**src/rtl/run_detect_pkg.sv**
```systemverilog
// Shared types and constants for the run-of-ones detector controller.
package run_detect_pkg;

  typedef enum logic [1:0] {
    ST_IDLE  = 2'd0,
    ST_ARMED = 2'd1,
    ST_HIT   = 2'd2
  } state_t;

  localparam int DEF_LEN_W = 4;
  localparam int DEF_CNT_W = 8;

  // A programmed run length of zero behaves as a run length of one.
  localparam int THRESH_ZERO_REMAP = 1;

endpackage

```
**src/rtl/run_detect_ctrl_sat_counter.sv**
```systemverilog
// Saturating up-counter with synchronous clear (clear wins over increment).
module sat_counter #(
  parameter int W = 8
) (
  input  logic         i_clk,
  input  logic         i_rst,
  input  logic         i_clr,
  input  logic         i_inc,
  output logic [W-1:0] o_cnt,
  output logic         o_sat
);

  logic [W-1:0] r_cnt;

  assign o_cnt = r_cnt;
  assign o_sat = (r_cnt == {W{1'b1}});

  always_ff @(posedge i_clk or posedge i_rst) begin
    if (i_rst) begin
      r_cnt <= '0;
    end else if (i_clr) begin
      r_cnt <= '0;
    end else if (i_inc && !o_sat) begin
      r_cnt <= r_cnt + 1'b1;
    end
  end

endmodule

```
**src/rtl/run_detect_ctrl.sv**
```systemverilog
// Run-of-ones detector controller: arm/disarm, threshold, event count, irq.
// Optional idle-input watchdog is built when RUN_DETECT_TIMEOUT_EN is defined.
module run_detect_ctrl
  import run_detect_pkg::*;
#(
  parameter int          LEN_W   = DEF_LEN_W,
  parameter int          CNT_W   = DEF_CNT_W,
  parameter int unsigned TIMEOUT = 255
) (
  input  logic             i_clk,
  input  logic             i_reset,
  input  logic             i_cfg_wr,
  input  logic [LEN_W-1:0] i_cfg_run_len,
  input  logic             i_start,
  input  logic             i_stop,
  input  logic             i_in_valid,
  input  logic             i_in,
  input  logic             i_irq_ack,
  output logic             o_busy,
  output logic             o_det,
  output logic             o_irq,
  output logic [CNT_W-1:0] o_event_cnt,
  output logic             o_overflow,
  output logic             o_timeout
);

  localparam logic [LEN_W-1:0] RUN_MAX = {LEN_W{1'b1}};
  localparam logic [LEN_W-1:0] THR_MIN = LEN_W'(THRESH_ZERO_REMAP);

  state_t           r_state;
  logic [LEN_W-1:0] r_threshold;
  logic [LEN_W-1:0] r_run_cnt;
  logic             r_busy;
  logic             r_det;
  logic             r_irq;
  logic             r_overflow;
  logic             r_timeout;

  logic             w_bit1;
  logic             w_bit0;
  logic             w_active;
  logic [LEN_W-1:0] w_run_inc;
  logic             w_arm;
  logic             w_event;
  logic             w_ev_sat;
  logic             w_wd_fire;

  assign w_bit1    = i_in_valid & i_in;
  assign w_bit0    = i_in_valid & ~i_in;
  assign w_active  = (r_state != ST_IDLE);
  assign w_run_inc = (r_run_cnt == RUN_MAX) ? RUN_MAX : r_run_cnt + 1'b1;
  assign w_arm     = (r_state == ST_IDLE) && i_start && !i_stop;
  // Only the ARMED->HIT transition is an event; a continued run in HIT is not.
  assign w_event   = (r_state == ST_ARMED) && w_bit1 && !i_stop &&
                     (w_run_inc == r_threshold);

  sat_counter #(.W(CNT_W)) u_event_cnt (
    .i_clk (i_clk),
    .i_rst (i_reset),
    .i_clr (w_arm),
    .i_inc (w_event),
    .o_cnt (o_event_cnt),
    .o_sat (w_ev_sat)
  );

`ifdef RUN_DETECT_TIMEOUT_EN
  localparam int WD_W = (TIMEOUT < 2) ? 1 : $clog2(TIMEOUT + 1);

  logic [WD_W-1:0] w_wd_cnt;
  logic            w_wd_sat;

  sat_counter #(.W(WD_W)) u_watchdog (
    .i_clk (i_clk),
    .i_rst (i_reset),
    .i_clr (i_in_valid || !w_active),
    .i_inc (w_active && !i_in_valid),
    .o_cnt (w_wd_cnt),
    .o_sat (w_wd_sat)
  );

  // Fires on the TIMEOUT-th consecutive idle cycle so IDLE is visible right after it.
  assign w_wd_fire = w_active && !i_in_valid &&
                     ((w_wd_cnt == WD_W'(TIMEOUT - 1)) || w_wd_sat);
`else
  assign w_wd_fire = 1'b0;
`endif

  always_ff @(posedge i_clk or posedge i_reset) begin
    if (i_reset) begin
      r_state     <= ST_IDLE;
      r_threshold <= THR_MIN;
      r_run_cnt   <= '0;
      r_busy      <= 1'b0;
      r_det       <= 1'b0;
      r_irq       <= 1'b0;
      r_overflow  <= 1'b0;
      r_timeout   <= 1'b0;
    end else begin
      r_irq <= (r_irq && !i_irq_ack) || w_event || w_wd_fire;

      if (w_event && w_ev_sat) begin
        r_overflow <= 1'b1;
      end else if (w_arm) begin
        r_overflow <= 1'b0;
      end

      if (w_wd_fire) begin
        r_timeout <= 1'b1;
      end else if (w_arm) begin
        r_timeout <= 1'b0;
      end

      case (r_state)
        ST_IDLE: begin
          if (i_cfg_wr) begin
            r_threshold <= (i_cfg_run_len == '0) ? THR_MIN : i_cfg_run_len;
          end
          if (w_arm) begin
            r_state   <= ST_ARMED;
            r_busy    <= 1'b1;
            r_run_cnt <= '0;
          end
        end
        ST_ARMED: begin
          if (i_stop || w_wd_fire) begin
            r_state <= ST_IDLE;
            r_busy  <= 1'b0;
            r_det   <= 1'b0;
          end else if (w_bit1) begin
            r_run_cnt <= w_run_inc;
            if (w_event) begin
              r_state <= ST_HIT;
              r_det   <= 1'b1;
            end
          end else if (w_bit0) begin
            r_run_cnt <= '0;
          end
        end
        ST_HIT: begin
          if (i_stop || w_wd_fire) begin
            r_state <= ST_IDLE;
            r_busy  <= 1'b0;
            r_det   <= 1'b0;
          end else if (w_bit1) begin
            r_run_cnt <= w_run_inc;
          end else if (w_bit0) begin
            r_state   <= ST_ARMED;
            r_det     <= 1'b0;
            r_run_cnt <= '0;
          end
        end
        default: begin
          r_state <= ST_IDLE;
          r_busy  <= 1'b0;
          r_det   <= 1'b0;
        end
      endcase
    end
  end

  assign o_busy     = r_busy;
  assign o_det      = r_det;
  assign o_irq      = r_irq;
  assign o_overflow = r_overflow;
  assign o_timeout  = r_timeout;

endmodule

```
**config.mk**
```make
export PLATFORM = sky130hd
export DESIGN_NAME = run_detect_ctrl
export DESIGN_NICKNAME = d
export VERILOG_FILES = /design/src/rtl/run_detect_pkg.sv /design/src/rtl/run_detect_ctrl_sat_counter.sv /design/src/rtl/run_detect_ctrl.sv
export SDC_FILE = /design/constraint.sdc
export NUM_CORES = 1
export LEC_CHECK = 0
export ABC_CLOCK_PERIOD_IN_PS = 4400
export CAP_MARGIN = 15
export CORE_MARGIN = 3
export CORE_UTILIZATION = 50
export CTS_CLUSTER_SIZE = 30
export DETAILED_ROUTE_END_ITERATION = 7
export PLACE_DENSITY = 0.83
export SYNTH_ARGS = -nofsm -noshare
export SYNTH_HDL_FRONTEND = slang
export SYNTH_SLANG_ARGS = --single-unit
```
**constraint.sdc**
```tcl
create_clock -name i_clk -period 4.4 [get_ports i_clk]
set_input_delay 0.88 -clock i_clk [delete_from_list [all_inputs] [get_ports i_clk]]
set_output_delay 0.88 -clock i_clk [all_outputs]
set_load 0.03 [all_outputs]
```
==> impl_metrics.py <==
metrics = {
    "outcome": {
        "run_status": "finished, final reports clean",
    },
    "floorplan": {
        "floorplan.die.height_um": 57.7,
        "die-area_um2": 3330,
        "io_pins": 25,
        "core.rowCount": 18,
        "floorplan.die.width_um": 57.7,
        "core-area_um2": 2500,
        "starting_density_of_the_core": 0.534,
    },
    "power_and_ir_drop": {
        "power.total_mw": 0.621,
        "p_sw_mw": 0.205,
        "leakagePower_nw": 0.673,
        "comb_power_share": 0.322,
        "power_frac_clock": 0.250,
        "peakVddDrop_mv": 0.297,
        "power.density_cell_area_nw_per_um2": 382,
        "switching_power_share_of_the_total": 0.330,
        "power.sequential.fraction": 0.428,
        "p_int_mw": 0.416,
    },
    "clock_tree": {
        "cts_setup_buffers": 0,
        "cts.sinks": 22,
        "cts-buffers-inserted": 3,
        "tritoncts": "built",
        "cts.repair.resized": 0,
        "clockRootBuffer": "sky130_fd_sc_hd__clkbuf_4",
        "cts.htree.levels": 1,
        "clkSlewWorstSetupHoldPaths_ns": 0.13,
        "maximum_buffer_depth_of_the_clock_tree": 2,
        "holdBufCountCts": 0,
        "clkLatencyLatePin_ns": 0.31,
    },
    "routing": {
        "ant_nets": 0,
        "total_number_of_vias": 1113,
        "detail_route.first_pass.iterations": 4,
        "via_per_inst": 5.77,
        "drt-wirelength-per-cell_um": 15.2,
        "detailed_route_iter0_violations": 66,
        "drc": 0,
        "wl_um": 2940,
    },
    "layout": {
        "finish.net_count": 182,
        "layout.filler_cells": 203,
        "areaGrowthSynthToFinish_pct": 21.6,
        "antenna_cells": 0,
        "ratio_of_cells_with_drive_above_1_in_the_final_layout": 0.0736,
        "final-instance-count-excl-fill": 193,
    },
    "global_route": {
        "grt_antenna_before_repair": 0,
        "first_pass_grt_wire_length_um": 4860,
        "global_route.usage.total": 0.190,
        "grt_max_degree": 23,
        "globalRoute.totalOverflow": 0,
        "vias_in_the_first_global_route": 1050,
    },
    "synthesis": {
        "yosys.cell_types.count": 45,
        "synth.yosys.warnings": 0,
        "sequential_share_of_the_synthesized_area": 0.413,
        "yosys_register_bits": 22,
        "syn-instance-count": 141,
        "synth_area_um2": 1340,
        "syn-num-nets": 159,
        "synthArstFlopShare": 1.00,
        "ys_dominant_reg_cell": "sky130_fd_sc_hd__dfrtp_1",
        "syn-mean-instance-area_um2": 9.47,
        "synth-edff-count": 0,
    },
    "job": {
        "max-cap-violations": 0,
    },
    "critical_path": {
        "timing.critical_path.slowest_cell_delay_ns": 0.59,
        "cp_cell_sequence": "clkdlybuf4s50_1, nand2b_1, nor4_4, nand3_2, or4_1, a21oi_1",
        "worstSetupEndpointType": "flop",
        "crit_type": "input pin to flop",
        "critical_path_depth": 6,
        "path_delay_family": "simple AND/OR/NAND/NOR gates",
        "crit_buf_inv": 1,
        "cp-start-kind": "input pin",
        "cp_max_fo": 17,
        "timing.critical_path.slowest_stage_cell": "sky130_fd_sc_hd__or4_1",
        "critical_path_required_ns": 4.65,
        "timing.reg2reg.worst_path_depth": 7,
        "cp_data_arrival_time_ns": 3.08,
    },
    "placed_design": {
        "dpl.cell_count": 189,
        "numPortBuffers": 23,
        "gp_routability_congestion": 0.813,
        "pre_cts_ws_ns": 1.29,
        "dp_hpwl_um": 2150,
    },
    "sta": {
        "timing_worst_slew_pin_value_ns": 0.812,
        "min_period_over_period": 0.644,
        "worst_slew_margin_rel": 0.458,
        "hold_violations": 0,
        "final.setup.worst_slack_ns": 1.57,
        "fin_setup_tns_ns": 0,
        "timing.final.setup_violations": 0,
        "timing.final.max_slew_violations": 0,
        "layout_min_cycle_time_ns": 2.83,
        "fin_skew_ns": 0.00608,
        "setup_repair_after_global_routing_missed_its_margin": "false",
        "achievable-frequency_mhz": 353,
    },
    "hold_path": {
        "worstHoldPathCells": 2,
        "hp-class": "flop to flop",
    },
}
## layout by cell type, fill, tap and decap left out, types with 2 or more instances in the layout
master,count
sky130_fd_sc_hd__nand3_1,2
sky130_fd_sc_hd__nand2_1,11
sky130_fd_sc_hd__a21oi_1,11
sky130_fd_sc_hd__clkdlybuf4s50_1,23
sky130_fd_sc_hd__nand3_2,2
sky130_fd_sc_hd__o21ai_0,12
sky130_fd_sc_hd__o211a_1,2
sky130_fd_sc_hd__or3_1,2
sky130_fd_sc_hd__o31ai_1,3
sky130_fd_sc_hd__inv_1,10
sky130_fd_sc_hd__or4_1,3
sky130_fd_sc_hd__ha_1,6
sky130_fd_sc_hd__xnor2_1,2
sky130_fd_sc_hd__nand2b_1,4
sky130_fd_sc_hd__nor2b_1,3
sky130_fd_sc_hd__nand4_1,5
sky130_fd_sc_hd__and3_1,2
sky130_fd_sc_hd__mux2_2,3
sky130_fd_sc_hd__mux2i_1,2
sky130_fd_sc_hd__nor3_1,4
sky130_fd_sc_hd__dfrtp_1,21
sky130_fd_sc_hd__o22ai_1,2
sky130_fd_sc_hd__clkbuf_4,3
sky130_fd_sc_hd__nor2_1,6
## worst min-delay path, cell delays in order, from the launching register on
cell and delay, ns:
sky130_fd_sc_hd__dfstp_2 0.40, sky130_fd_sc_hd__nand2_1 0.05, sky130_fd_sc_hd__o21ai_0 0.07
## cell usage after synthesis (2+ instances only)
| master | n | area [um2] |
|---|---|---|
| sky130_fd_sc_hd__mux2_2 | 3 | 33.8 |
| sky130_fd_sc_hd__nor2b_1 | 3 | 18.8 |
| sky130_fd_sc_hd__or4_1 | 3 | 22.5 |
| sky130_fd_sc_hd__inv_1 | 10 | 37.5 |
| sky130_fd_sc_hd__nor2_1 | 6 | 22.5 |
| sky130_fd_sc_hd__a21oi_1 | 11 | 55.1 |
| sky130_fd_sc_hd__nand2b_1 | 4 | 25.0 |
| sky130_fd_sc_hd__o22ai_1 | 2 | 12.5 |
| sky130_fd_sc_hd__nand3_1 | 2 | 10.0 |
| sky130_fd_sc_hd__nand4_1 | 5 | 31.3 |
| sky130_fd_sc_hd__dfrtp_1 | 21 | 526 |
| sky130_fd_sc_hd__or3_1 | 2 | 12.5 |
| sky130_fd_sc_hd__o31ai_1 | 3 | 22.5 |
| sky130_fd_sc_hd__o211a_1 | 2 | 20.0 |
| sky130_fd_sc_hd__ha_1 | 6 | 75.1 |
| sky130_fd_sc_hd__o21ai_0 | 12 | 60.1 |
| sky130_fd_sc_hd__nor3_1 | 4 | 20.0 |
| sky130_fd_sc_hd__mux2i_1 | 2 | 20.0 |
| sky130_fd_sc_hd__nand3_2 | 2 | 20.0 |
| sky130_fd_sc_hd__xnor2_1 | 2 | 17.5 |
| sky130_fd_sc_hd__and3_1 | 2 | 12.5 |
| sky130_fd_sc_hd__nand2_1 | 11 | 41.3 |
## power groups by stage
| stage | Sequential (mW) | Combinational, mW | Clock, mW |
|---|---|---|---|
| 4_1_cts | 0.266 | 0.200 | 0.161 |
| 2_1_floorplan | 0.273 | 0.141 | 0 |
| 3_5_place_dp | 0.270 | 0.198 | 0 |
| 3_3_place_gp | 0.268 | 0.192 | 0 |
| 5_1_grt | 0.271 | 0.224 | 0.168 |
| 6_report | 0.266 | 0.200 | 0.155 |
## registers in the layout, summed over array words and instances (netlist names)
name / count
r_threshold: 4
o_det: 1
r_run_cnt: 4
r_state: 2
u_event_cnt.o_cnt: 8
o_overflow: 1
o_busy: 1
o_irq: 1
## cell families (layout without fill, tap and decap cells)
group / Yosys count / in the layout / synth area share
xor gates and xnor gates: 3 / 3 / 0.0197
adders and majority gates: 6 / 6 / 0.0562
other: 1 / 1 / 0.00281
AOI/OAI and AO/OA: 40 / 40 / 0.201
and+or+nand+nor: 49 / 49 / 0.216
buffers and inverters: 15 / 37 / 0.0515
muxes: 5 / 5 / 0.0403
DFF: 22 / 22 / 0.413
## final timing paths
check,start,endpoint,slack [ns]
min reg2reg,r_threshold[0],r_threshold[0],0.51
max reg2reg,r_run_cnt[0],u_event_cnt.o_cnt[4],1.69
max in group asynchronous,i_reset,r_run_cnt[2],2.89
max,i_stop,u_event_cnt.o_cnt[4],1.57
min in group asynchronous,i_reset,u_event_cnt.o_cnt[6],1.00
min,r_threshold[0],r_threshold[0],0.51
## stage by stage
step | cell area [um2] | hold WS [ns] | util
final | 1620 | 0.511 | 0.650
after global routing | 1620 | 0.538 | 0.650
after CTS | 1620 | 0.520 | 0.650
after detailed placement | 1570 | 0.495 | 0.629
after global placement | 1570 | 0.480 | 0.629
after floorplan | 1340 | 0.469 | -
## metal layers
layer	GRT usage	vias to the layer above	part of all wire
li1	-	562	-
met4	0.0762	0	0.011
met3	0.0312	4	0.039
met2	0.315	25	0.50
met1	0.248	522	0.45
met5	0	-	0
## cell type report
class                           instances  area, um2  share of cell area
Inverter                               10       37.5              0.0231
Clock buffer                            3       22.5              0.0139
Clock inverter                          1       30.0              0.0185
Multi-Input combinational cell        104        714               0.440
Tap cell                               30       37.5              0.0231
Timing Repair Buffer                   23        230               0.142
Sequential cell                        22        552               0.340
(Power assumes the default switching activity.)
